[config.mk]
export PLATFORM = sky130hd
export DESIGN_NAME = mul_div_unit
export DESIGN_NICKNAME = d
export VERILOG_FILES = /design/src/rtl/mul_div_unit.sv
export SDC_FILE = /design/constraint.sdc
export NUM_CORES = 1
export LEC_CHECK = 0
export ABC_AREA = 0
export ABC_CLOCK_PERIOD_IN_PS = 13800
export BUFFER_PORTS_ARGS = -buffer_cell sky130_fd_sc_hd__buf_4
export CAP_MARGIN = 0
export CORE_MARGIN = 5
export CORE_UTILIZATION = 55
export DETAILED_ROUTE_END_ITERATION = 6
export PLACE_DENSITY = 0.77
export SLEW_MARGIN = 0
export SYNTH_ARGS = -nofsm -noshare
export SYNTH_HDL_FRONTEND = slang
export SYNTH_SLANG_ARGS = --single-unit
[constraint.sdc]
create_clock -name MDU_CLOCK_50 -period 13.8 [get_ports MDU_CLOCK_50]
set_clock_uncertainty 0.05 [all_clocks]
set_input_delay 1.38 -clock MDU_CLOCK_50 [delete_from_list [all_inputs] [get_ports MDU_CLOCK_50]]
set_output_delay 1.38 -clock MDU_CLOCK_50 [all_outputs]
set_load 0.1 [all_outputs]
[src/rtl/mul_div_unit.sv]
// Iterative RV32M multiply/divide unit: shift-add multiply and restoring divide, one bit per cycle.
// A start is accepted from IDLE, and the registered result appears with a one-cycle done pulse.
module mul_div_unit #(
  parameter int XLEN = 32
) (
  input  logic            MDU_CLOCK_50,
  input  logic            MDU_RESET_InHigh,
  input  logic            MDU_Start_In,
  input  logic [2:0]      MDU_Funct3_InBUS,
  input  logic [XLEN-1:0] MDU_OperandA_InBUS,
  input  logic [XLEN-1:0] MDU_OperandB_InBUS,
  output logic [XLEN-1:0] MDU_Result_OutBUS,
  output logic            MDU_Busy_Out,
  output logic            MDU_Done_Out
);

  typedef enum logic [1:0] {
    S_IDLE = 2'd0,
    S_MUL  = 2'd1,
    S_DIV  = 2'd2,
    S_DONE = 2'd3
  } state_t;

  state_t            state_q;
  logic [2:0]        funct3_q;
  logic              sa_q, sb_q;
  logic [5:0]        cnt_q;
  logic [2*XLEN-1:0] acc_q;
  logic [XLEN-1:0]   opnd_q;
  logic [XLEN-1:0]   result_q;
  logic              done_q;

  logic              sa_d, sb_d, div0_d, ovf_d;
  logic [XLEN-1:0]   absa_d, absb_d;
  logic [XLEN:0]     mul_sum_d;
  logic [2*XLEN-1:0] mul_acc_d, div_acc_d;
  logic              div_ge_d;
  logic [XLEN-1:0]   div_diff_d;

  function automatic logic [XLEN-1:0] mul_result(input logic [2*XLEN-1:0] prod,
                                                 input logic [2:0] f3, input logic neg);
    logic [2*XLEN-1:0] p;
    p = neg ? (~prod + 64'd1) : prod;
    return (f3[1:0] == 2'b00) ? p[XLEN-1:0] : p[2*XLEN-1:XLEN];
  endfunction

  function automatic logic [XLEN-1:0] div_result(input logic [2*XLEN-1:0] acc,
                                                 input logic [2:0] f3, input logic sa, input logic sb);
    logic [XLEN-1:0] q, r;
    q = (sa ^ sb) ? (~acc[XLEN-1:0] + 32'd1) : acc[XLEN-1:0];
    r = sa ? (~acc[2*XLEN-1:XLEN] + 32'd1) : acc[2*XLEN-1:XLEN];
    return f3[1] ? r : q;
  endfunction

  // Accept-time decode: sign flags, operand magnitudes and the two short-circuit divide cases.
  always_comb begin
    sa_d = 1'b0;
    sb_d = 1'b0;
    case (MDU_Funct3_InBUS)
      3'b001, 3'b100, 3'b110: begin
        sa_d = MDU_OperandA_InBUS[XLEN-1];
        sb_d = MDU_OperandB_InBUS[XLEN-1];
      end
      3'b010: begin
        sa_d = MDU_OperandA_InBUS[XLEN-1];
        sb_d = 1'b0;
      end
      default: begin
        sa_d = 1'b0;
        sb_d = 1'b0;
      end
    endcase
    absa_d = sa_d ? (~MDU_OperandA_InBUS + 32'd1) : MDU_OperandA_InBUS;
    absb_d = sb_d ? (~MDU_OperandB_InBUS + 32'd1) : MDU_OperandB_InBUS;
    div0_d = (MDU_OperandB_InBUS == 32'd0);
    ovf_d  = !MDU_Funct3_InBUS[0] && (MDU_OperandA_InBUS == 32'h8000_0000)
             && (MDU_OperandB_InBUS == 32'hFFFF_FFFF);
  end

  // One iteration of each datapath; the upper half of acc_q is the running remainder when dividing.
  always_comb begin
    mul_sum_d  = {1'b0, acc_q[2*XLEN-1:XLEN]} + (acc_q[0] ? {1'b0, opnd_q} : 33'd0);
    mul_acc_d  = {mul_sum_d, acc_q[XLEN-1:1]};
    div_ge_d   = (acc_q[2*XLEN-1:XLEN-1] >= {1'b0, opnd_q});
    div_diff_d = acc_q[2*XLEN-2:XLEN-1] - opnd_q;
    if (div_ge_d) begin
      div_acc_d = {div_diff_d, acc_q[XLEN-2:0], 1'b1};
    end else begin
      div_acc_d = {acc_q[2*XLEN-2:0], 1'b0};
    end
  end

  // Control FSM with registered result and done pulse.
  always_ff @(posedge MDU_CLOCK_50) begin
    if (MDU_RESET_InHigh) begin
      state_q  <= S_IDLE;
      funct3_q <= 3'd0;
      sa_q     <= 1'b0;
      sb_q     <= 1'b0;
      cnt_q    <= 6'd0;
      acc_q    <= 64'd0;
      opnd_q   <= 32'd0;
      result_q <= 32'd0;
      done_q   <= 1'b0;
    end else begin
      case (state_q)
        S_IDLE: begin
          done_q <= 1'b0;
          if (MDU_Start_In) begin
            funct3_q <= MDU_Funct3_InBUS;
            sa_q     <= sa_d;
            sb_q     <= sb_d;
            cnt_q    <= 6'd31;
            if (!MDU_Funct3_InBUS[2]) begin
              acc_q   <= {32'd0, absb_d};
              opnd_q  <= absa_d;
              state_q <= S_MUL;
            end else if (div0_d) begin
              result_q <= MDU_Funct3_InBUS[1] ? MDU_OperandA_InBUS : 32'hFFFF_FFFF;
              done_q   <= 1'b1;
              state_q  <= S_DONE;
            end else if (ovf_d) begin
              result_q <= MDU_Funct3_InBUS[1] ? 32'd0 : 32'h8000_0000;
              done_q   <= 1'b1;
              state_q  <= S_DONE;
            end else begin
              acc_q   <= {32'd0, absa_d};
              opnd_q  <= absb_d;
              state_q <= S_DIV;
            end
          end
        end
        S_MUL: begin
          acc_q <= mul_acc_d;
          if (cnt_q == 6'd0) begin
            result_q <= mul_result(mul_acc_d, funct3_q, sa_q ^ sb_q);
            done_q   <= 1'b1;
            state_q  <= S_DONE;
          end else begin
            cnt_q <= cnt_q - 6'd1;
          end
        end
        S_DIV: begin
          acc_q <= div_acc_d;
          if (cnt_q == 6'd0) begin
            result_q <= div_result(div_acc_d, funct3_q, sa_q, sb_q);
            done_q   <= 1'b1;
            state_q  <= S_DONE;
          end else begin
            cnt_q <= cnt_q - 6'd1;
          end
        end
        S_DONE: begin
          done_q  <= 1'b0;
          state_q <= S_IDLE;
        end
        default: begin
          done_q  <= 1'b0;
          state_q <= S_IDLE;
        end
      endcase
    end
  end

  assign MDU_Busy_Out      = ((state_q == S_IDLE) && MDU_Start_In) || (state_q == S_MUL) || (state_q == S_DIV);
  assign MDU_Done_Out      = done_q;
  assign MDU_Result_OutBUS = result_q;

endmodule
* Yosys cells after proc, flatten, opt, wreduce, memory -nomap -nowiden
Cells that the tools add are included.
W data, S select, Z words.
** Operators by class
- Div/mod/pow operators :: 0
- $add $sub $neg :: 8
- Reduce and logical (&&, ||, !) cells :: 21
- Bitwise operators :: 6
- Multipliers :: 0
- Order comparisons :: 1
- Eq/ne operators :: 20
- Mux-type cells :: 43
- Shift operators :: 0
** Operators with widths (number)
- $mux W32 :: 18
- $mux W64 :: 6
- $pmux W64 S3 :: 1
- $add A32 B1 Y32 const B :: 4
- $not A32 Y32 :: 4
- $pmux W32 S3 :: 1
- $add A64 B1 Y64 const B :: 1
- $eq A32 B32 Y1 const B :: 2
- $not A64 Y64 :: 1
- $add A32 B32 Y33 :: 1
- $ge A33 B32 Y1 :: 1
- $logic_not A32 Y1 :: 1
- $sub A32 B32 Y32 :: 1
- $ne A2 B2 Y1 const B :: 7
- $mux W6 :: 2
- $pmux W6 S2 :: 1
- $mux W1 :: 9
- $ne A3 B3 Y1 const B :: 3
- $reduce_and A4 Y1 :: 2
- $eq A3 B3 Y1 const B :: 2
- $logic_not A6 Y1 :: 1
- $mux W2 :: 3
- $pmux W2 S3 :: 1
- $reduce_and A6 Y1 :: 1
- 19 further kinds :: 25
** Word-level totals
- Bits in writable memories :: 0
- Output and inout bits :: 34
- Memory bits (read-only) :: 0
- Flip-flop bits (word level) :: 141
- Input bits :: 70
- Bits in latches :: 0
- Word-level logic and storage cells :: 108
- Memories :: 0

* Longest topological paths before layout
- Word-level depth :: 9
- Gate-level depth with buffers :: 22

* Least setup slack after synthesis
Ideal clock, no wire load.
- Path type :: register to register
- Start :: register opnd_q[24]
- End :: register result_q[18] (netlist: MDU_Result_OutBUS[18])
- Arrival time :: 4.462 ns
- Required time :: 13.614 ns
- Setup slack :: 9.152 ns
- Clock period less this slack :: 4.648 ns
- Library setup time :: 0.136 ns
- Cell stages (with the launch flop) :: 23
- Path through :: dfxtp_1 -> inv_1 -> ha_1 -> buf_2 -> nand4_1 -> or4_1 -> o41a_1 -> and4_4 -> buf_6 -> nand2_2 -> buf_2 -> buf_1 -> nor2_1 -> a21oi_1 -> inv_1 -> ha_1 -> inv_1 -> nor4_1 -> o21ai_1 -> o21ai_0 -> xnor2_1 -> a2111oi_0 -> a211oi_1
** On the way
- Word-level cells in the longest chain between the ends :: 8
- Elaborated cells on any way between the ends :: 11
- Classes of those cells :: add/sub (2); order compare (1); mux (6); bitwise (2)
** RTL lines
- from (decl) :: RTL line 29 : logic [XLEN-1:0] opnd_q;
- from (signal assigned) :: RTL line 116 : opnd_q <= absa_d;
- from (signal assigned) :: RTL line 128 : opnd_q <= absb_d;
- $ge A33 B32 Y1 (*) :: RTL line 84 : div_ge_d = (acc_q[2*XLEN-1:XLEN-1] >= {1'b0, opnd_q});
- $mux W64 (*) :: RTL line 86 : if (div_ge_d) begin
- $not A32 Y32 (on tied branches) :: RTL line 50, 51
- $add A32 B1 Y32 (on tied branches) :: RTL line 50, 51
- $mux W32 (on tied branches) :: RTL line 50, 51
- $mux W32 (*) :: RTL line 52 : return f3[1] ? r : q;
- $mux W32 (*) :: RTL line 145 : if (cnt_q == 6'd0) begin
- $pmux W32 S3 (*) :: RTL line 106 : case (state_q)
- to (signal assigned) :: RTL line 119 : result_q <= MDU_Funct3_InBUS[1] ? MDU_OperandA_InBUS : 32'hFFFF_FFFF;
- to (signal assigned) :: RTL line 123 : result_q <= MDU_Funct3_InBUS[1] ? 32'd0 : 32'h8000_0000;
- to (signal assigned) :: RTL line 146 : result_q <= div_result(div_acc_d, funct3_q, sa_q, sb_q);
- to (decl) :: RTL line 30 : logic [XLEN-1:0] result_q;
Every way passes the cells marked *; elsewhere a longest branch is shown, timed or not. The select of a mux whose other input is x is not followed.
A chain may end at the register's enable or synchronous reset.

* Worst setup path in the final report
- Start :: register acc_q[56]
- End :: register result_q[18] (netlist: MDU_Result_OutBUS[18])
** On the way
- Word-level cells in the longest chain between the ends :: 8
- Elaborated cells on any way between the ends :: 11
- Classes of those cells :: add/sub (2); order compare (1); mux (6); bitwise (2)
** RTL lines
- from (decl) :: RTL line 28 : logic [2*XLEN-1:0] acc_q;
- from (signal assigned) :: RTL line 115 : acc_q <= {32'd0, absb_d};
- from (signal assigned) :: RTL line 127 : acc_q <= {32'd0, absa_d};
- from (signal assigned) :: RTL line 134 : acc_q <= mul_acc_d;
- $ge A33 B32 Y1 (*) :: RTL line 84
- $mux W64 (*) :: RTL line 86
- $not A32 Y32 (on tied branches) :: RTL line 50, 51
- $add A32 B1 Y32 (on tied branches) :: RTL line 50, 51
- $mux W32 (on tied branches) :: RTL line 50, 51
- $mux W32 (*) :: RTL line 52
- $mux W32 (*) :: RTL line 145
- $pmux W32 S3 (*) :: RTL line 106
Marks and branches as above.

==> out/qor.yml <==
route:
  wirelength_um: 78500
  vias: 21000
  drc: 0
  first_iter_violations: 3017
  ant_nets: 0
  top_layer_used: "met5"
  avgRoutedWirePerCell_um: 26.8
  first_pass_iters: 7
  wl_met3_um: 9070
  dr_wl_met2_um: 33900
  vias_per_cell: 7.17
  met1_length_um: 29700
floorplanning:
  dieHeight_um: 188
  die_area_um2: 35300
  ios: 104
  die_w_um: 188
  initial_core_util_pct: 55.4
  placementRows: 65
  core_area_um2: 31400
global_routing:
  grt_pass1_wl_um: 117000
  first_global_vias: 19200
  grt_max_degree: 69
  grt_use_total_pct: 42.5
  grt-ovfl-total: 0
  antenna_found_initial: 2
sta:
  fmax_mhz: 173
  timing.slew.headroom_pct: 9.86
  tns_ns: 0
  finalCriticalPeriod_ns: 5.77
  slew_viol_final: 0
  worst_pin_slew_ns: 1.35
  period_share_pct: 41.8
  final-setup-viol-count: 0
  rsz0062_at_grt: "false"
  hold_viol_final: 0
placed_design:
  io_buffers: 103
  place.gp.congestion: 1.07
  dp_hpwl_um: 59800
pwr:
  ir_worst_vdd_uv: 287
  power_density_nw_per_um2: 192
  power.total_mw: 3.61
  p_leak_nw: 7.40
clocking:
  postCtsHoldBufs: 0
  post_cts_buffers: 0
  clk_latency_ns: 0.46
  tritoncts: "done"
  clock-sinks: 141
  clock_path_buffers: 2
  cts.clk_slew.worst_paths_ns: 0.07
  numCtsBuffers: 17
  cts_root_buf: "clkbuf_16"
  cts-resized-gates: 0
  htree_levels: 4
cells_and_area:
  layout_commonest_cell: "nor2_1"
  drive_above_1_share_pct: 8.89
  layout_common_cells: "nor2_1, nand2_1, a21oi_1, o21ai_0, dfxtp_1"
  final_nets: 2665
  area_growth_pct: 8.35
worst_setup_path:
  required_ns: 14.08
  cp-start-kind: "register"
  critical_path_class: "reg -> reg"
  crit_path_end_kind: "register"
  path_max_fanout: 42
  arrival_ns: 6.05
flow_run:
  maxCapViolCount: 0
synth:
  synth_seq_cells: 141
  yosys.area.top_type: "dfxtp_1"
  ys_seq_area_share_pct: 16.2
  yosysWarnings: 0
  synth_cell_types: 90
  synthArstFlopShare_pct: 0
  synth_edf_count: 0
  syn-cell-area_um2: 17400
  synthTopCellsByArea: "dfxtp_1, nor2_1, a21oi_1"
  synthCells: 2563
  yosysTopAreaCellShare_pct: 16.2
  syn_area_per_cell_um2: 6.78
  synth_fp_nets: 2711
  synthFlopType: "dfxtp_1"
hold_path:
  holdCritPathClass: "reg -> reg"
run_status:
  outcome: "complete, no violations"
routing by layer:
layer | global-route usage (%) | vias to the layer above
met2 | 66.6 | 1534
met3 | 9.87 | 342
met5 | 0 | -
li1 | - | 9343
met4 | 24.4 | 2
met1 | 53.5 | 9802
where the power goes:
part | total, mW | switching [mW] | internal, mW | leakage, nW
Sequential | 0.694 | 0.182 | 0.512 | 1.15
Combinational | 2.37 | 1.68 | 0.694 | 5.93
Clock | 0.545 | 0.220 | 0.325 | 0.312
Total | 3.61 | 2.08 | 1.53 | 7.40
registers in the layout, indices dropped and copies added (netlist names):
signal,flops
MDU_Done_Out,1
MDU_Result_OutBUS,32
acc_q,64
cnt_q,6
funct3_q,2
opnd_q,32
sa_q,1
sb_q,1
state_q,2
synth_stat cells (8+ instances only):
| cell type | n |
|---|---|
| o221ai_1 | 18 |
| a21oi_1 | 200 |
| a311oi_1 | 23 |
| xor2_1 | 99 |
| mux2i_1 | 39 |
| a21o_1 | 36 |
| nor4_1 | 20 |
| o21a_1 | 15 |
| o21ai_0 | 173 |
| nand4_1 | 42 |
| o22ai_1 | 13 |
| nor2b_1 | 16 |
| o2111ai_1 | 11 |
| a31oi_1 | 30 |
| or2_2 | 21 |
| a22o_1 | 18 |
| and3_1 | 12 |
| nand2_1 | 242 |
| nand2b_1 | 24 |
| buf_2 | 10 |
| a22oi_1 | 44 |
| or3_1 | 31 |
| o41ai_1 | 9 |
| a211oi_1 | 61 |
| inv_1 | 80 |
| nor4b_1 | 8 |
| o211ai_1 | 43 |
| clkbuf_1 | 167 |
| o31ai_1 | 35 |
| nand3_1 | 69 |
| dfxtp_1 | 141 |
| or4_1 | 22 |
| a21boi_0 | 9 |
| nor3_1 | 78 |
| nor2_1 | 328 |
| buf_1 | 15 |
| xnor2_1 | 104 |
| a221o_1 | 10 |
| a221oi_1 | 16 |
| and2_1 | 23 |
| ha_1 | 76 |
kinds of logic (layout without fill, tap and decap cells):
logic type      after synthesis  in the layout  synth area share [%]
buf+inv                     280            247                  6.22
other cells                   0              1                     0
xor+xnor                    203            203                  10.2
simple gates                974            974                  26.8
flops                       141            141                  16.2
fa+ha+maj                    78             78                  5.70
compound gates              844            844                  32.3
mux                          43             43                  2.50
stage by stage:
step	utilization, %	instances	setup WS, ns	hold WS, ns	cell area [um^2]
floorplan	-	2563	9.15	0.394	17400
global placement	57.9	2900	8.13	0.390	18200
detailed placement	57.9	2900	8.04	0.397	18200
CTS	60.0	2932	8.28	0.405	18800
global route	60.0	2932	7.89	0.442	18800
finish	60.0	2933	8.03	0.404	18800
worst paths after layout:
check                                    startpoint  cells past startpoint                            endpoint  slack, ns
setup / recovery             acc_q[56]$_SDFFE_PP0P_                     15  MDU_Result_OutBUS[18]$_SDFFE_PP0P_       8.03
hold / removal    MDU_Result_OutBUS[1]$_SDFFE_PP0P_                      2   MDU_Result_OutBUS[1]$_SDFFE_PP0P_       0.40
hold reg to reg   MDU_Result_OutBUS[1]$_SDFFE_PP0P_                      2   MDU_Result_OutBUS[1]$_SDFFE_PP0P_       0.40
setup reg to reg             acc_q[56]$_SDFFE_PP0P_                     15  MDU_Result_OutBUS[18]$_SDFFE_PP0P_       8.03
worst max-delay path, cell delays in order (launching register included):
cell and delay, ns:
dfxtp_1 0.38, ha_1 0.56, nand4_1 0.15, or4_1 0.62, o41a_1 0.42, and4_4 0.22
nand2_2 0.06, buf_4 0.51, inv_1 0.40, buf_4 0.35, o31ai_1 0.45, o21ai_1 0.46
o21ai_0 0.35, xnor2_1 0.11, a2111oi_0 0.44, a211oi_1 0.09
final cells by class:
cell class | count | area (um^2)
multi-input combinational | 2142 | 13500
fill | 3055 | 12600
sequential | 141 | 2820
timing repair buffer | 132 | 991
tap | 402 | 503
clock buffer | 18 | 429
inverter | 83 | 312
clock inverter | 14 | 230
antenna | 1 | 2.50
Note: power is estimated with default switching activity, not from simulation.
